File: src/rtl/button_event_detector.sv
// Turns a debounced button level into single-cycle press, release, click,
// double-click and long-press pulses using one timed FSM and a shared counter.
module button_event_detector #(
  parameter int LONG_CYCLES = 16,
  parameter int GAP_CYCLES  = 8
) (
  input  logic clock,
  input  logic reset,
  input  logic btn_level,
  output logic press_pulse,
  output logic release_pulse,
  output logic short_click,
  output logic double_click,
  output logic long_press,
  output logic held
);

  localparam int MAX_CYCLES = (LONG_CYCLES > GAP_CYCLES) ? LONG_CYCLES : GAP_CYCLES;
  localparam int CNT_W      = $clog2(MAX_CYCLES + 1);

  localparam logic [CNT_W-1:0] LONG_LAST = CNT_W'(LONG_CYCLES - 1);
  localparam logic [CNT_W-1:0] GAP_LAST  = CNT_W'(GAP_CYCLES - 1);

  typedef enum logic [2:0] {
    IDLE,
    PRESSED,
    LONG_HELD,
    WAIT_GAP,
    SECOND_PRESSED
  } state_t;

  state_t           state;
  logic [CNT_W-1:0] count;
  logic [CNT_W-1:0] count_inc;
  logic             prev_level;
  logic             rise;
  logic             fall;

  assign rise      = btn_level & ~prev_level;
  assign fall      = ~btn_level & prev_level;
  assign count_inc = (count == {CNT_W{1'b1}}) ? count : count + CNT_W'(1);

  // Edge checks come before the timers in every state, so a release at the
  // long threshold stays a short press and a re-press at the gap timeout
  // still counts as the second press.
  always_ff @(posedge clock) begin
    if (reset) begin
      prev_level    <= 1'b0;
      state         <= IDLE;
      count         <= '0;
      press_pulse   <= 1'b0;
      release_pulse <= 1'b0;
      short_click   <= 1'b0;
      double_click  <= 1'b0;
      long_press    <= 1'b0;
      held          <= 1'b0;
    end else begin
      prev_level    <= btn_level;
      press_pulse   <= rise;
      release_pulse <= fall;
      short_click   <= 1'b0;
      double_click  <= 1'b0;
      long_press    <= 1'b0;

      case (state)
        IDLE: begin
          count <= '0;
          if (rise) begin
            state <= PRESSED;
            held  <= 1'b1;
          end else begin
            held  <= 1'b0;
          end
        end

        PRESSED: begin
          if (fall) begin
            state <= WAIT_GAP;
            count <= '0;
            held  <= 1'b0;
          end else if (count == LONG_LAST) begin
            state      <= LONG_HELD;
            count      <= '0;
            long_press <= 1'b1;
            held       <= 1'b1;
          end else begin
            count <= count_inc;
            held  <= 1'b1;
          end
        end

        LONG_HELD: begin
          if (fall) begin
            state <= IDLE;
            count <= '0;
            held  <= 1'b0;
          end else begin
            count <= count_inc;
            held  <= 1'b1;
          end
        end

        WAIT_GAP: begin
          if (rise) begin
            state <= SECOND_PRESSED;
            count <= '0;
            held  <= 1'b1;
          end else if (count == GAP_LAST) begin
            state       <= IDLE;
            count       <= '0;
            short_click <= 1'b1;
            held        <= 1'b0;
          end else begin
            count <= count_inc;
            held  <= 1'b0;
          end
        end

        SECOND_PRESSED: begin
          if (fall) begin
            state        <= IDLE;
            count        <= '0;
            double_click <= 1'b1;
            held         <= 1'b0;
          end else if (count == LONG_LAST) begin
            state      <= LONG_HELD;
            count      <= '0;
            long_press <= 1'b1;
            held       <= 1'b1;
          end else begin
            count <= count_inc;
            held  <= 1'b1;
          end
        end

        default: begin
          state <= IDLE;
          count <= '0;
          held  <= 1'b0;
        end
      endcase
    end
  end

endmodule

File: config.mk
export PLATFORM = sky130hd
export DESIGN_NAME = button_event_detector
export DESIGN_NICKNAME = d
export VERILOG_FILES = /design/src/rtl/button_event_detector.sv
export SDC_FILE = /design/constraint.sdc
export NUM_CORES = 1
export LEC_CHECK = 0
export ABC_CLOCK_PERIOD_IN_PS = 3800
export BUFFER_PORTS_ARGS = -buffer_cell sky130_fd_sc_hd__buf_2
export CORE_MARGIN = 2
export CORE_UTILIZATION = 40
export DETAILED_ROUTE_END_ITERATION = 16
export PLACE_DENSITY = 0.56
export SYNTH_ARGS = -nofsm -noshare
export SYNTH_HDL_FRONTEND = slang
export SYNTH_SLANG_ARGS = --single-unit
export TNS_END_PERCENT = 30
File: constraint.sdc
create_clock -name clock -period 3.8 [get_ports clock]
set_input_delay 0.19 -clock clock [delete_from_list [all_inputs] [get_ports clock]]
set_output_delay 0.19 -clock clock [all_outputs]
set_load 0.02 [all_outputs]
==> flow_metrics.py <==
metrics = {
    "run_status": {
        "outcome": "finished clean",
    },
    "logic_synthesis": {
        "synthCells": 77,
        "synth_edf_count": 0,
        "ys_async_sr_fraction_pct": 0,
        "synth_warnings": 0,
        "synth_commonest_cells": "dfxtp_1, nor2_1, a21oi_1",
        "ys_seq_area_share_pct": 39.5,
        "ys_ff_latch": 15,
        "synth.most_common_cell": "dfxtp_1",
        "synth_top_area_share_pct": 39.5,
        "syn_area_um2": 759,
        "ys_top_cells_by_area": "dfxtp_1, nor2_1, buf_6, a21oi_1, nor4b_2",
        "ys_dominant_reg_cell": "dfxtp_1",
        "syn_area_per_cell_um2": 9.86,
        "yosys.area.top_type": "dfxtp_1",
        "syn-num-nets": 82,
        "synth.distinct_cells": 36,
    },
    "critical_path": {
        "rrSetupSlack_ps": 2120,
        "critPathRequiredTime_ps": 3950,
        "start_kind": "flop",
        "cp.arrival_ps": 1830,
        "critical_path_class": "reg2reg",
        "crit_path_max_fanout": 4,
        "end_kind": "flop",
    },
    "timing": {
        "tns_ps": 0,
        "tightest_slew_ps": 559,
        "fmax_ghz": 0.595,
        "final.setup.worst_slack_ps": 2120,
        "timing.final.crit_share_pct": 44.2,
        "hold_viol_final": 0,
        "worst_clock_skew_ps": 1.45,
        "max_slew_margin_pct": 62.4,
        "slew_viol_final": 0,
        "finalSetupViolations": 0,
        "min_period_ps": 1680,
        "rsz0062_at_grt": "false",
    },
    "placement": {
        "routabilityCongestion": 0.752,
        "place_hpwl_um": 925,
        "placed_cell_area_um2": 768,
        "place_ws_ps": 2110,
        "port_buffers": 8,
    },
    "power_and_ir_drop": {
        "intPower_mw": 0.212,
        "clkPwrFrac_pct": 32.5,
        "powerDensity_nw_per_um2": 353,
        "p_sw_mw": 0.0685,
        "seq_power_share_pct": 58.9,
        "switching_share_pct": 24.5,
        "power.leakage_nw": 0.308,
        "pwr-share-comb_pct": 8.6,
        "peakVddDrop_v": 0.000150,
    },
    "detailed_routing": {
        "drtAntennaViolNets": 0,
        "drt_iter0_markers": 15,
        "vias": 567,
        "first_pass_iters": 4,
        "wire_per_inst_um": 11.7,
        "drc": 0,
        "routed_wl_um": 1280,
        "via_per_inst": 5.20,
    },
    "cts": {
        "hold_buffers": 0,
        "cts_buffers": 3,
        "clk_pin_slew_ps": 80,
        "cts-htree-levels": 1,
        "cts_resized": 0,
        "tritoncts": "done",
        "cts_root_buf": "clkbuf_4",
        "cts.sinks": 15,
        "insertion_delay_ps": 290,
        "clock_path_buffers": 2,
        "post_cts_buffers": 0,
    },
    "global_routing": {
        "grt_pass1_vias": 461,
        "antenna_found_initial": 0,
        "grt_pass1_wl_um": 2190,
        "grt-ovfl-total": 0,
        "grt_max_degree": 13,
        "grt_use_total_pct": 14.7,
    },
    "finish": {
        "fin_area_um2": 795,
        "fillers": 188,
        "diodes": 0,
        "regArea_um2": 300,
        "drive_above_1_share_pct": 20.2,
        "multi_input_area_um2": 393,
        "area_delta_synth_final_pct": 4.61,
        "nets": 90,
    },
    "floorplan": {
        "core_um2": 1760,
        "num_rows": 15,
        "die_area_um2": 2260,
        "start_util_pct": 43.0,
        "io-pin-count": 9,
        "die_h_um": 47.6,
        "die_w_um": 47.6,
    },
    "job": {
        "maxCapViolCount": 0,
    },
    "min_path": {
        "hold_path_class": "in2reg",
    },
}
-- metal layers --
metal / part of all wire (%) / global-route usage (%)
met1: 49 / 20.5
met2: 42 / 18.4
met3: 6.3 / 3.40
met4: 2.3 / 13.0
met5: 0 / 0
-- sequential cells by signal, indices dropped and copies added (netlist names) --
signal         count
count              5
double_click       1
held               1
long_press         1
press_pulse        1
prev_level         1
release_pulse      1
short_click        1
state              3
-- cell type report --
cell class / count / share of cell area, %
flip-flops and latches: 15 / 37.8
well taps: 25 / 3.94
repair buffers: 8 / 5.04
inverters: 1 / 0.472
clock buffers: 4 / 3.31
multi-input cells: 56 / 49.4
-- cells by family after synthesis --
kind of cell / count (synthesis) / share of synthesized area (%)
mux: 2 / 2.64
flops: 15 / 39.5
fa+ha+maj: 2 / 3.29
simple gates: 32 / 27.5
xor+xnor: 4 / 4.61
compound gates: 16 / 13.7
buf+inv: 6 / 8.73
-- layout by cell type, fill, tap and decap left out, types with 2 or more instances in the layout --
master     count
xnor2_1        3
o21a_1         2
nand2_1        2
nor2b_1        2
nor4b_2        2
ha_1           2
nand3_1        2
nor2_1         9
buf_2          8
mux2i_1        2
o2111ai_1      2
dfxtp_1       15
nor4_1         3
a21oi_1        6
clkbuf_4       3
-- worst max-delay path: stages, from the launching register on --
cell	delay, ps
dfxtp_1	400
ha_1	210
nand4bb_1	130
nor4b_2	200
o31ai_1	530
a21oi_1	90
-- power by group through the flow --
| stage | Clock [mW] | Combinational, mW | Sequential (mW) |
|---|---|---|---|
| after global routing | 0.103 | 0.0271 | 0.166 |
| after detailed placement | 0 | 0.0240 | 0.169 |
| after CTS | 0.0981 | 0.0241 | 0.165 |
| after floorplan | 0 | 0.0224 | 0.169 |
| after global placement | 0 | 0.0245 | 0.169 |
| final | 0.0911 | 0.0241 | 0.165 |
-- path summary, 6_finish.rpt --
| check | end | startpoint | cells past startpoint |
|---|---|---|---|
| min reg2reg | press_pulse$_SDFF_PP0_ | prev_level$_SDFF_PP0_ | 1 |
| min | state[1]$_SDFFE_PP0P_ | reset | 2 |
| max reg2reg | count[3]$_SDFF_PP0_ | count[0]$_SDFF_PP0_ | 5 |
| max | count[3]$_SDFF_PP0_ | count[0]$_SDFF_PP0_ | 5 |
-- metrics by stage --
stage	instances	power [mW]	utilization (%)	hold slack (ps)
floorplan	77	0.191	-	345
global placement	105	0.193	43.5	445
detailed placement	105	0.193	43.5	450
CTS	109	0.287	45.0	169
global route	109	0.296	45.0	177
finish	109	0.280	45.0	180
No activity file was read; power rests on OpenSTA's default activity.
